File: src/rtl/atm_pkg.sv
`default_nettype none
// ============================================================================
//  Module   : atm_pkg
//  Purpose  : Shared encodings for the ATM session controller: FSM states,
//             operation codes, error codes and account initialisation values.
//  Revision : 1.0  initial release
// ============================================================================
package atm_pkg;

  // FSM state encodings (also driven on the state output)
  localparam logic [3:0] ST_IDLE  = 4'd0;
  localparam logic [3:0] ST_LANG  = 4'd1;
  localparam logic [3:0] ST_PIN   = 4'd2;
  localparam logic [3:0] ST_CHECK = 4'd3;
  localparam logic [3:0] ST_MENU  = 4'd4;
  localparam logic [3:0] ST_BAL   = 4'd5;
  localparam logic [3:0] ST_DEP   = 4'd6;
  localparam logic [3:0] ST_WDR   = 4'd7;
  localparam logic [3:0] ST_UPD   = 4'd8;
  localparam logic [3:0] ST_EJECT = 4'd9;

  // Menu operation codes
  localparam logic [1:0] OP_BAL   = 2'b00;
  localparam logic [1:0] OP_DEP   = 2'b01;
  localparam logic [1:0] OP_WDR   = 2'b10;
  localparam logic [1:0] OP_EJECT = 2'b11;

  // Error codes reported on err with err_valid
  localparam logic [2:0] ERR_TIMEOUT      = 3'd0;
  localparam logic [2:0] ERR_BAD_CARD     = 3'd1;
  localparam logic [2:0] ERR_LOCKED       = 3'd2;
  localparam logic [2:0] ERR_BAD_PIN      = 3'd3;
  localparam logic [2:0] ERR_NOW_LOCKED   = 3'd4;
  localparam logic [2:0] ERR_ZERO_AMT     = 3'd5;
  localparam logic [2:0] ERR_OVERFLOW     = 3'd6;
  localparam logic [2:0] ERR_INSUFFICIENT = 3'd7;

  // Account i starts with balance i * INIT_BAL_STEP
  localparam int unsigned INIT_BAL_STEP = 1111;

  // States in which the controller is waiting on the customer and the
  // inactivity timer is running
  function automatic logic is_timed(input logic [3:0] s);
    return (s == ST_LANG) || (s == ST_PIN) || (s == ST_MENU) ||
           (s == ST_DEP)  || (s == ST_WDR);
  endfunction

endpackage
`default_nettype wire

File: src/rtl/atm_account_db.sv
`default_nettype none
// ============================================================================
//  Module   : atm_account_db
//  Purpose  : Register-based account database. Combinational read of PIN,
//             balance, lock flag and try counter by card ID; one synchronous
//             write port updating balance, lock and tries together.
//  Revision : 1.0  initial release
// ============================================================================
module atm_account_db
  import atm_pkg::*;
#(
  parameter int NUM_ACCOUNTS = 8,
  parameter int PIN_DIGITS   = 4,
  parameter int BAL_W        = 32,
  parameter int ID_W         = 3,
  parameter int TRY_W        = 2
) (
  input  logic                    clk,
  input  logic                    rst,
  input  logic [ID_W-1:0]         rd_id,
  output logic [4*PIN_DIGITS-1:0] rd_pin,
  output logic [BAL_W-1:0]        rd_balance,
  output logic                    rd_lock,
  output logic [TRY_W-1:0]        rd_tries,
  input  logic                    wr_en,
  input  logic [ID_W-1:0]         wr_id,
  input  logic [BAL_W-1:0]        wr_balance,
  input  logic                    wr_lock,
  input  logic [TRY_W-1:0]        wr_tries
);

  // One slot per encodable ID so every read index is in range; slots at or
  // above NUM_ACCOUNTS stay zero because the controller never accepts them.
  localparam int DEPTH = 1 << ID_W;

  logic [BAL_W-1:0] balance_mem [DEPTH];
  logic [TRY_W-1:0] tries_mem   [DEPTH];
  logic [DEPTH-1:0] lock_mem;
  logic [3:0]       pin_digit;

  // PINs are fixed at their reset pattern (every digit = ID mod 10), so the
  // stored PIN reduces to a function of the ID.
  assign pin_digit  = 4'(32'(rd_id) % 32'd10);
  assign rd_pin     = {PIN_DIGITS{pin_digit}};
  assign rd_balance = balance_mem[rd_id];
  assign rd_lock    = lock_mem[rd_id];
  assign rd_tries   = tries_mem[rd_id];

  // Reset initialisation and the single write port
  always_ff @(posedge clk or posedge rst) begin
    if (rst) begin
      for (int i = 0; i < DEPTH; i++) begin
        balance_mem[i] <= (i < NUM_ACCOUNTS) ? BAL_W'(i * INIT_BAL_STEP) : '0;
        tries_mem[i]   <= '0;
        lock_mem[i]    <= 1'b0;
      end
    end else if (wr_en) begin
      balance_mem[wr_id] <= wr_balance;
      tries_mem[wr_id]   <= wr_tries;
      lock_mem[wr_id]    <= wr_lock;
    end
  end

endmodule
`default_nettype wire

File: src/rtl/atm_session_ctrl.sv
`default_nettype none
// ============================================================================
//  Module   : atm_session_ctrl
//  Purpose  : ATM card-session controller: card validation, language select,
//             PIN check with per-card lockout, balance/deposit/withdraw/eject
//             menu, inactivity timeout and card-removal abort. All outputs
//             are registered.
//  Revision : 1.0  initial release
// ============================================================================
module atm_session_ctrl
  import atm_pkg::*;
#(
  parameter int NUM_ACCOUNTS   = 8,
  parameter int PIN_DIGITS     = 4,
  parameter int BAL_W          = 32,
  parameter int MAX_PIN_TRIES  = 3,
  parameter int TIMEOUT_CYCLES = 1024,
  parameter int ID_W           = $clog2(NUM_ACCOUNTS)
) (
  input  logic                    clk,
  input  logic                    rst,
  input  logic                    card_in,
  input  logic [ID_W-1:0]         card_id,
  input  logic                    lang_valid,
  input  logic                    lang,
  input  logic                    pin_valid,
  input  logic [4*PIN_DIGITS-1:0] pin,
  input  logic                    op_valid,
  input  logic [1:0]              op,
  input  logic                    amt_valid,
  input  logic [BAL_W-1:0]        amt,
  output logic [3:0]              state,
  output logic                    lang_q,
  output logic [BAL_W-1:0]        balance_out,
  output logic                    balance_valid,
  output logic                    done,
  output logic [2:0]              err,
  output logic                    err_valid,
  output logic                    eject,
  output logic                    locked
);

  localparam int TRY_W = $clog2(MAX_PIN_TRIES + 1);
  localparam int TO_W  = (TIMEOUT_CYCLES > 2) ? $clog2(TIMEOUT_CYCLES) : 1;
  localparam int DEPTH = 1 << ID_W;
  localparam int PIN_W = 4 * PIN_DIGITS;

  // Latched session data
  logic [ID_W-1:0]  card_q;
  logic [PIN_W-1:0] pin_q;
  logic [BAL_W-1:0] amt_q;
  logic             is_dep_q;
  logic             session_ok;
  logic [TO_W-1:0]  idle_cnt;

  // Database interface
  logic [ID_W-1:0]  rd_id;
  logic [PIN_W-1:0] rd_pin;
  logic [BAL_W-1:0] rd_balance;
  logic             rd_lock;
  logic [TRY_W-1:0] rd_tries;
  logic             wr_en;
  logic [BAL_W-1:0] wr_balance;
  logic             wr_lock;
  logic [TRY_W-1:0] wr_tries;

  // Next-state decisions
  logic [3:0]       nxt_state;
  logic [2:0]       nxt_err;
  logic             err_fire;
  logic             eject_fire;
  logic             bal_fire;
  logic [BAL_W-1:0] nxt_bal_out;
  logic             nxt_locked;
  logic             latch_card;
  logic             latch_lang;
  logic             latch_pin;
  logic             latch_amt;
  logic             ok_set;

  // Arithmetic helpers
  logic [BAL_W:0]   dep_sum;
  logic [BAL_W-1:0] upd_balance;
  logic [TRY_W-1:0] tries_inc;
  logic             timeout_hit;
  logic [DEPTH-1:0] id_ok;

  // Table of card IDs that correspond to a real account (ID 0 reserved)
  generate
    for (genvar g = 0; g < DEPTH; g++) begin : g_id_ok
      assign id_ok[g] = (g != 0) && (g < NUM_ACCOUNTS);
    end
  endgenerate

  // In IDLE the presented card is checked before it is latched
  assign rd_id       = (state == ST_IDLE) ? card_id : card_q;
  assign dep_sum     = {1'b0, rd_balance} + {1'b0, amt};
  assign upd_balance = is_dep_q ? (rd_balance + amt_q) : (rd_balance - amt_q);
  assign tries_inc   = rd_tries + TRY_W'(1);
  assign timeout_hit = is_timed(state) && (idle_cnt == TO_W'(TIMEOUT_CYCLES - 1));

  atm_account_db #(
    .NUM_ACCOUNTS (NUM_ACCOUNTS),
    .PIN_DIGITS   (PIN_DIGITS),
    .BAL_W        (BAL_W),
    .ID_W         (ID_W),
    .TRY_W        (TRY_W)
  ) u_db (
    .clk        (clk),
    .rst        (rst),
    .rd_id      (rd_id),
    .rd_pin     (rd_pin),
    .rd_balance (rd_balance),
    .rd_lock    (rd_lock),
    .rd_tries   (rd_tries),
    .wr_en      (wr_en),
    .wr_id      (card_q),
    .wr_balance (wr_balance),
    .wr_lock    (wr_lock),
    .wr_tries   (wr_tries)
  );

  // Session FSM: next state, output pulses and database writes
  always_comb begin
    nxt_state   = state;
    nxt_err     = err;
    err_fire    = 1'b0;
    eject_fire  = 1'b0;
    bal_fire    = 1'b0;
    nxt_bal_out = balance_out;
    nxt_locked  = locked;
    wr_en       = 1'b0;
    wr_balance  = rd_balance;
    wr_lock     = rd_lock;
    wr_tries    = rd_tries;
    latch_card  = 1'b0;
    latch_lang  = 1'b0;
    latch_pin   = 1'b0;
    latch_amt   = 1'b0;
    ok_set      = 1'b0;

    if (state == ST_IDLE) begin
      if (card_in) begin
        latch_card = 1'b1;
        if (!id_ok[card_id]) begin
          err_fire   = 1'b1;
          nxt_err    = ERR_BAD_CARD;
          eject_fire = 1'b1;
          nxt_locked = 1'b0;
        end else if (rd_lock) begin
          err_fire   = 1'b1;
          nxt_err    = ERR_LOCKED;
          eject_fire = 1'b1;
          nxt_locked = 1'b1;
        end else begin
          nxt_state  = ST_LANG;
          nxt_locked = 1'b0;
        end
      end
    end else if (state == ST_UPD) begin
      // The commit always completes, even if the card is pulled this cycle
      wr_en       = 1'b1;
      wr_balance  = upd_balance;
      bal_fire    = 1'b1;
      nxt_bal_out = upd_balance;
      nxt_state   = card_in ? ST_MENU : ST_IDLE;
    end else if (!card_in) begin
      // Card pulled: abandon the session silently
      nxt_state = ST_IDLE;
    end else begin
      case (state)
        ST_LANG: begin
          if (lang_valid) begin
            latch_lang = 1'b1;
            nxt_state  = ST_PIN;
          end
        end
        ST_PIN: begin
          if (pin_valid) begin
            latch_pin = 1'b1;
            nxt_state = ST_CHECK;
          end
        end
        ST_CHECK: begin
          wr_en = 1'b1;
          if (pin_q == rd_pin) begin
            wr_tries  = '0;
            ok_set    = 1'b1;
            nxt_state = ST_MENU;
          end else begin
            wr_tries = tries_inc;
            err_fire = 1'b1;
            if (tries_inc == TRY_W'(MAX_PIN_TRIES)) begin
              wr_lock    = 1'b1;
              nxt_locked = 1'b1;
              nxt_err    = ERR_NOW_LOCKED;
              nxt_state  = ST_EJECT;
            end else begin
              nxt_err   = ERR_BAD_PIN;
              nxt_state = ST_PIN;
            end
          end
        end
        ST_MENU: begin
          if (op_valid) begin
            case (op)
              OP_BAL:  nxt_state = ST_BAL;
              OP_DEP:  nxt_state = ST_DEP;
              OP_WDR:  nxt_state = ST_WDR;
              default: nxt_state = ST_EJECT;
            endcase
          end
        end
        ST_BAL: begin
          bal_fire    = 1'b1;
          nxt_bal_out = rd_balance;
          nxt_state   = ST_MENU;
        end
        ST_DEP: begin
          if (amt_valid) begin
            latch_amt = 1'b1;
            if (amt == '0) begin
              err_fire  = 1'b1;
              nxt_err   = ERR_ZERO_AMT;
              nxt_state = ST_MENU;
            end else if (dep_sum[BAL_W]) begin
              err_fire  = 1'b1;
              nxt_err   = ERR_OVERFLOW;
              nxt_state = ST_MENU;
            end else begin
              nxt_state = ST_UPD;
            end
          end
        end
        ST_WDR: begin
          if (amt_valid) begin
            latch_amt = 1'b1;
            if (amt == '0) begin
              err_fire  = 1'b1;
              nxt_err   = ERR_ZERO_AMT;
              nxt_state = ST_MENU;
            end else if (amt > rd_balance) begin
              err_fire  = 1'b1;
              nxt_err   = ERR_INSUFFICIENT;
              nxt_state = ST_MENU;
            end else begin
              nxt_state = ST_UPD;
            end
          end
        end
        ST_EJECT: begin
          eject_fire = 1'b1;
          nxt_state  = ST_IDLE;
          if (session_ok) begin
            wr_en    = 1'b1;
            wr_tries = '0;
          end
        end
        default: nxt_state = ST_IDLE;
      endcase

      // Every accepted strobe leaves the state, so timeout only fires when
      // the customer did nothing this cycle.
      if (timeout_hit && (nxt_state == state)) begin
        err_fire  = 1'b1;
        nxt_err   = ERR_TIMEOUT;
        nxt_state = ST_EJECT;
      end
    end
  end

  // State, registered outputs and latched session data
  always_ff @(posedge clk or posedge rst) begin
    if (rst) begin
      state         <= ST_IDLE;
      lang_q        <= 1'b0;
      balance_out   <= '0;
      balance_valid <= 1'b0;
      done          <= 1'b0;
      err           <= 3'd0;
      err_valid     <= 1'b0;
      eject         <= 1'b0;
      locked        <= 1'b0;
      card_q        <= '0;
      pin_q         <= '0;
      amt_q         <= '0;
      is_dep_q      <= 1'b0;
      session_ok    <= 1'b0;
    end else begin
      state         <= nxt_state;
      balance_valid <= bal_fire;
      done          <= bal_fire;
      balance_out   <= nxt_bal_out;
      err_valid     <= err_fire;
      err           <= nxt_err;
      eject         <= eject_fire;
      locked        <= nxt_locked;
      if (latch_card) card_q <= card_id;
      if (latch_lang) lang_q <= lang;
      if (latch_pin)  pin_q  <= pin;
      if (latch_amt) begin
        amt_q    <= amt;
        is_dep_q <= (state == ST_DEP);
      end
      if (latch_card)  session_ok <= 1'b0;
      else if (ok_set) session_ok <= 1'b1;
    end
  end

  // Inactivity counter: restarts on any state change, idle outside waits
  always_ff @(posedge clk or posedge rst) begin
    if (rst) begin
      idle_cnt <= '0;
    end else if ((nxt_state != state) || !is_timed(state)) begin
      idle_cnt <= '0;
    end else begin
      idle_cnt <= idle_cnt + TO_W'(1);
    end
  end

endmodule
`default_nettype wire

File: config.mk
export PLATFORM = sky130hd
export DESIGN_NAME = atm_session_ctrl
export DESIGN_NICKNAME = d
export VERILOG_FILES = /design/src/rtl/atm_pkg.sv /design/src/rtl/atm_account_db.sv /design/src/rtl/atm_session_ctrl.sv
export SDC_FILE = /design/constraint.sdc
export NUM_CORES = 1
export LEC_CHECK = 0
export CAP_MARGIN = 20
export CORE_MARGIN = 3
export CORE_UTILIZATION = 45
export CTS_BUF_LIST = sky130_fd_sc_hd__clkbuf_8 sky130_fd_sc_hd__clkbuf_16
export CTS_CLUSTER_DIAMETER = 40
export DETAILED_ROUTE_END_ITERATION = 16
export GPL_TIMING_DRIVEN = 1
export SLEW_MARGIN = 20
export SYNTH_ARGS = -nofsm -noshare
export SYNTH_HDL_FRONTEND = slang
export SYNTH_SLANG_ARGS = --single-unit
File: constraint.sdc
create_clock -name clk -period 13.35 [get_ports clk]
set_input_delay 1.335 -clock clk [delete_from_list [all_inputs] [get_ports clk]]
set_output_delay 1.335 -clock clk [all_outputs]
set_load 0.1 [all_outputs]
==> impl_results.md <==
* Worst slew pin tran at approximately 1000 ps
* CTS H-tree depth at 2
* FF+latch count, synth at approximately 390
* Layout Utilization at 53.74%
* Period utilization at 57.79%
* Most frequent cells in the layout: 344 x dfrtp_1, 318 x nand2_1, 292 x o21ai_0
* Max Fclk at between 0.1 and 0.15 GHz
* Setup TNS at 0 ps
* Hold Path Cell Cnt at 2
* Clk pwr share at around 39%
* CTS Buf Count at 59
* Share of layout cells above drive strength 1 at approximately 16%
* Met1 track demand over resource at 35.06%
* Sw frac at 33.53%
* Clock latency on the worst-skew pair at approximately 620 ps
* First-pass GRT wire length at 92050 um
* Root buf cell: clkbuf_16
* Kind of critical path: flip-flop to flip-flop
* Worst slack, placed at 5647 ps
* Max VDD drop at 0.00009761 V
* DRC viols at 0
* Commonest non-fill, non-tap cell in the layout: dfrtp_1
* Min cycle time layout at 7716 ps
* Max-slew violation count at 0
* DIE AREA at 0.04883 mm^2
* Crit path arrival time at roughly 8000 ps
* Max_slew headroom at 32.52%
* Number of synthesized flops with an enable pin at 0
* CTS clk-pin slew, worst paths at about 50 ps
* DR WL/cell at 20.66 um
* Routed wire length at 57820 um
* Synth Area in Adders at between 6 and 7%
* CP required at 13800 ps
* Outcome: finished clean
* All-Layer GR Usage at 23.70%
* Yosys top cell area share at 41.39%
* Initial Util at 45.73%
* Die Width at 221.0 um
* Post-CTS Resized at 0
* Yosys warning total at 0
* Antenna diodes at 0
* Lkg Pwr at 10.99 nW
* Syn-to-layout area delta at 17.51%
* Via count at 15880
* Largest net degree at the start of global routing at 118
* Combinational share of power at between 20% and 30%
* Final Hold Viols at 0
* Initial antenna violation count at 0
* Worst min path class: flip-flop to flip-flop
* Final nets at 2315
* # Post-CTS Setup Buffers at 0
* Part of the power in registers at 35.5%
* Sequential area share after synthesis at about 47%
* Vias per cell at 5.673
* Post-synth top area cell: dfrtp_1
* Met3 GRT Util at between 4 and 5%
* Die height at 221.0 um
* Largest family of logic cells by synthesized area: compound AO/OA/AOI/OAI gates
* Worst setup SP type: flip-flop
* Hpwl dp at 39260 um
* Compound-gate portion of the synthesized area at about 16%
* Skew final at 20.52 ps
* Main flop type after synthesis: dfrtp_1
* GR Util met2 at 35.68%
* Simple-Gate Fraction of Synth Area at 12.83%
* Asr flop ratio synth at 100.0%
* Port bufs at 105
* Gr busiest metal: met2
* Gp weighted congestion at 0.8826
* Mapped Avg Cell Area at 10.08 um^2
* Mux cell area share after synthesis at 12.48%
* I/O pin cnt at 106
* Mapped Cells at 2063
* Vias in the first global route at roughly 16000
* Pre-Repair DR Iteration Count at 5
* NetSw at 1.289 mW
* RSZ-0062 raised after global routing: no
* Pwr dens at 157.3 mW/mm^2
* Area contributors post-synth: dfrtp_1 41%, mux4_2 7.4%, o21ai_0 7.1%
* Fill count at 4053
* Cell Area, Synth at just over 0.02 mm^2
* Clock Path Buffers at 3
* Hold buffers post-CTS at 0
* Critical Path End Type: flip-flop
* Distinct cells, synth at 79
* Post-synthesis xor/xnor area fraction at 2.695%
* Iter 0 DRT Violations at 1059
* Clock sinks at 387
* TritonCTS clock tree: done
* Core area at 0.04548 mm^2
* Syn_nets at between 2000 and 2500
* R2r worst-path depth at 17
* Grt total ovfl at 0
* CP max FO at 38
* Internal power at 2.555 mW
* Final worst slack at 5634 ps
* FP Rows at 78
* Antenna viol nets, final at 0
* Max Cap Viol at 0
* Setup violators final at 0
==> area by class of cell <==
type                            count  area (um^2)  area share, %
Clock buffer                       66         1584          6.482
Clock inverter                     44        365.4          1.495
Inverter                           67        259.0          1.060
Multi-Input combinational cell   1501        10470          42.84
Sequential cell                   387         9738          39.85
Tap cell                          600        750.7          3.072
Timing Repair Buffer              134         1272          5.207
==> worst paths after layout <==
path / from / endpoint / slack (ps)
min in group asynchronous: rst / u_db.tries_mem[4] / 1290
hold reg to reg: u_db.balance_mem[207] / u_db.balance_mem[207] / 470
hold / removal: u_db.balance_mem[207] / u_db.balance_mem[207] / 470
setup / recovery: state[0] / u_db.balance_mem[158] / 5630
setup reg to reg: state[0] / u_db.balance_mem[158] / 5630
max in group asynchronous: rst / u_db.balance_mem[142] / 9940
==> flip-flops by register name (all words and copies together) (netlist names), 3 cells and up <==
register and flops:
card_q 3, u_db.lock_mem 8, err 3, idle_cnt 10, amt_q 32, balance_out 32, u_db.tries_mem 16, u_db.balance_mem 256
state 4, pin_q 16
==> critical path: stages, from the launching register on <==
cell and delay (ps):
dfrtp_1 680, nor4_4 960, mux2i_4 330, buf_4 590, buf_4 640, mux4_2 610
mux2i_1 510, inv_1 140, ha_1 350, o21ai_0 180, a31oi_1 160, o21ai_0 540
o32ai_1 310, o41ai_1 600, o21ai_0 230, xor2_1 210, a21oi_2 350, a21oi_1 110
==> logic make-up (layout without fill, tap and decap cells) <==
| group | count (synthesis) | after routing |
|---|---|---|
| simple gates | 603 | 603 |
| mux | 166 | 166 |
| xor+xnor | 64 | 64 |
| compound gates | 564 | 564 |
| fa+ha+maj | 104 | 104 |
| buf+inv | 175 | 311 |
| flops | 387 | 387 |
==> power groups by stage <==
stage	logic (mW)	clock network, mW	registers [mW]
2_1_floorplan	0.647	0	1.45
3_3_place_gp	0.979	0	1.37
3_5_place_dp	0.986	0	1.38
4_1_cts	0.992	1.52	1.36
5_1_grt	1.07	1.57	1.38
6_report	0.990	1.49	1.36
==> layer usage <==
metal  up-vias  share of wire (%)
met3        94                5.3
li1       7524                  -
met1      7865                 48
met4         0                2.6
met2       395                 44
met5         -                  0
==> cells in the mapped netlist (6+ instances only) <==
cell type and count:
nand2b_1 12, mux2_2 57, a21oi_1 125, or2_2 7
o21bai_1 17, inv_1 66, clkbuf_1 91, xnor2_1 31
and3_1 11, a31oi_1 10, nand3_1 21, or4_1 6
ha_1 103, nand2_1 325, xor2_1 33, a21o_1 30
a211oi_1 14, buf_2 10, nor4_1 17, dfstp_2 43
mux4_2 68, nor2_1 123, dfrtp_1 344, nor2b_1 8
mux2i_1 37, or3_1 6, o21ai_1 17, nand4_1 13
nor3_1 26, and2_1 10, o21ai_0 293
==> metrics by stage <==
| step | std cells | hold WS, ps | power, mW | instance area, um^2 |
|---|---|---|---|---|
| CTS | 2799 | 479.7 | 3.874 | 24430 |
| floorplan | 2063 | 444.4 | 2.096 | 20800 |
| global placement | 2689 | 455.6 | 2.353 | 22480 |
| detailed placement | 2689 | 466.7 | 2.367 | 22490 |
| global route | 2799 | 492.9 | 4.023 | 24440 |
| finish | 2799 | 474.1 | 3.844 | 24440 |
No activity file was read; power rests on OpenSTA's default activity.
==> patch: new RTL, same settings <==
Set the parameter `TIMEOUT_CYCLES` to 4096 (it was 1024).
--- a/src/rtl/atm_session_ctrl.sv
+++ b/src/rtl/atm_session_ctrl.sv
@@ -15,5 +15,5 @@
   parameter int BAL_W          = 32,
   parameter int MAX_PIN_TRIES  = 3,
-  parameter int TIMEOUT_CYCLES = 1024,
+  parameter int TIMEOUT_CYCLES = 4096,
   parameter int ID_W           = $clog2(NUM_ACCOUNTS)
 ) (
Check against the original RTL: same outputs for any inputs over 4 cycles, from zero or initial values and one cycle with rst high; that may be too few to reach the edited logic, so the function may still have changed.
==> patch against the original RTL <==
- clock power grew 9%
- power grew 2.1%
- routed wire length shrank 2.5%
- count of clock-buffer cells in the layout shrank 1
- design area grew 2.7%
- synthesized area grew 2.5%
- global-route usage shrank 1.0 points
- clock skew grew 9.8 ps
- setup slack lost 200 ps
- sequential cell count grew 2
- critical endpoint is now idle_cnt[9]$_DFF_PP0_
- largest power group unchanged
==> patch: results <==
group,metric,value,unit
status,status,"finished clean",
yosys,synth_compound_area_frac,0.1587,
route,routed_via_density,5.619,
placed_design,hpwl,38580,µm
yosys,synth_nets,2331,
power_and_ir_drop,ir_worst_vdd,118.3,µV
placed_design,gp_congestion,0.8882,
final_layout,final_layout_size_suffix_gt1_frac,0.1585,
yosys,yosys-top-cells-area,"dfrtp_1, o21ai_0, mux4_2",
yosys,muxShareOfSynthArea,0.1186,
setup_path,worstPathArrival,8360,ps
yosys,synth-adder-area-share,0.06137,
yosys,netlist_top_cells_count,"nand2_1, dfrtp_1, o21ai_0",
route,drt_iter0_drc,1129,
global_route,grt_pass1_wl,90170,µm
setup_path,r2r_cells,16,
final_layout,nNetsFinal,2410,
clock_network,htree_levels,2,
placed_design,io_buffers,105,
setup_path,r2r_slack,5440,ps
global_route,grt_pass1_vias,15956,
global_route,grt.total_usage,0.2268,
yosys,synth-seq-area-share,0.4590,
placed_design,postPlaceCellArea,22970,µm²
timing,finClkSkew,30.33,ps
setup_path,reg2reg_to,"idle_cnt[9]$_DFF_PP0_",
setup_path,cp_max_fo,44,
yosys,synth.distinct_cells,79,
placed_design,place_ws,5119,ps
global_route,grt_max_degree,160,
route,wl_per_cell,19.41,µm
min_path,min_from,"u_db.balance_mem[63]$_DFFE_PP0P_",
power_and_ir_drop,p_leak,11.36,nW
final_layout,largestRegisters,"u_db.balance_mem (256), amt_q (32), balance_out (32)",
min_path,holdPathEnd,"u_db.balance_mem[63]$_DFFE_PP0P_",
yosys,synth-xor-area-share,0.02910,
## patch: cell count changes after synthesis, moves of 8 or more
cell | before | now
a21o_1 | 30 | 12
o21ai_0 | 293 | 305
nand2_1 | 325 | 375
o21ai_2 | 1 | 19
nor4_1 | 17 | 25
o21bai_1 | 17 | 7
## patch: cells by family after synthesis
kind of cell,Yosys count
and+or+nand+nor,669
AOI/OAI and AO/OA,583
DFF,389
buffers and inverters,190
muxes,161
adders and majority gates,104
xor gates and xnor gates,70
## patch: routing by layer
metal | vias up | routed length [µm] | GRT usage | share of wire
met1 | 8007 | 27000 | 0.3385 | 0.48
met3 | 80 | 2778 | 0.03722 | 0.049
met5 | - | 0 | 0 | 0
li1 | 7849 | - | - | -
met2 | 376 | 25100 | 0.3412 | 0.45
met4 | 0 | 1479 | 0.07016 | 0.026
## patch: worst max path at each step
stage                            start                     end  slack (ps)  cells past startpoint
floorplan                          rst    amt_q[0]$_DFFE_PP0P_        1270                      1
global placement            card_id[1]  idle_cnt[10]$_DFF_PP0_        5230                     16
detailed placement          card_id[1]   idle_cnt[9]$_DFF_PP0_        5120                     16
CTS                 state[0]$_DFF_PP0_   idle_cnt[9]$_DFF_PP0_        5030                     16
global route        state[0]$_DFF_PP0_   idle_cnt[9]$_DFF_PP0_        4940                     16
finish              state[0]$_DFF_PP0_   idle_cnt[9]$_DFF_PP0_        5440                     16
## patch: power breakdown
group / switching, mW / total, mW / internal [mW]
Combinational: 0.574 / 0.929 / 0.356
Clock: 0.633 / 1.62 / 0.989
Sequential: 0.0895 / 1.37 / 1.28
Total: 1.30 / 3.92 / 2.63
## patch: area by class of cell
cell class | instances | area [µm²]
Timing Repair Buffer | 135 | 1292
Clock inverter | 47 | 565.5
Multi-Input combinational cell | 1587 | 10860
Sequential cell | 389 | 9788
Tap cell | 607 | 759.5
Clock buffer | 65 | 1559
Inverter | 73 | 281.5
Fill cell | 4160 | 21550
## patch: critical path, stage by stage, from the launching register on
cell and delay [ps]:
dfrtp_1 730, nor4_4 940, mux2i_4 340, buf_4 460, buf_4 700, a21oi_1 140
a21oi_1 550, inv_1 220, ha_1 370, nand4b_1 320, or4_1 660, nor4_1 950
a22oi_1 150, o21ai_0 180, o22ai_1 190, a31oi_2 610, nor4_1 160
## patch: through the flow
step           utilization  std cells  hold WS, ps
2_1_floorplan            -       2166        442.2
3_3_place_gp        0.4921       2791        455.4
3_5_place_dp        0.4923       2791        463.3
4_1_cts             0.5378       2903        476.2
5_1_grt             0.5380       2903        494.9
6_report            0.5380       2903        472.2
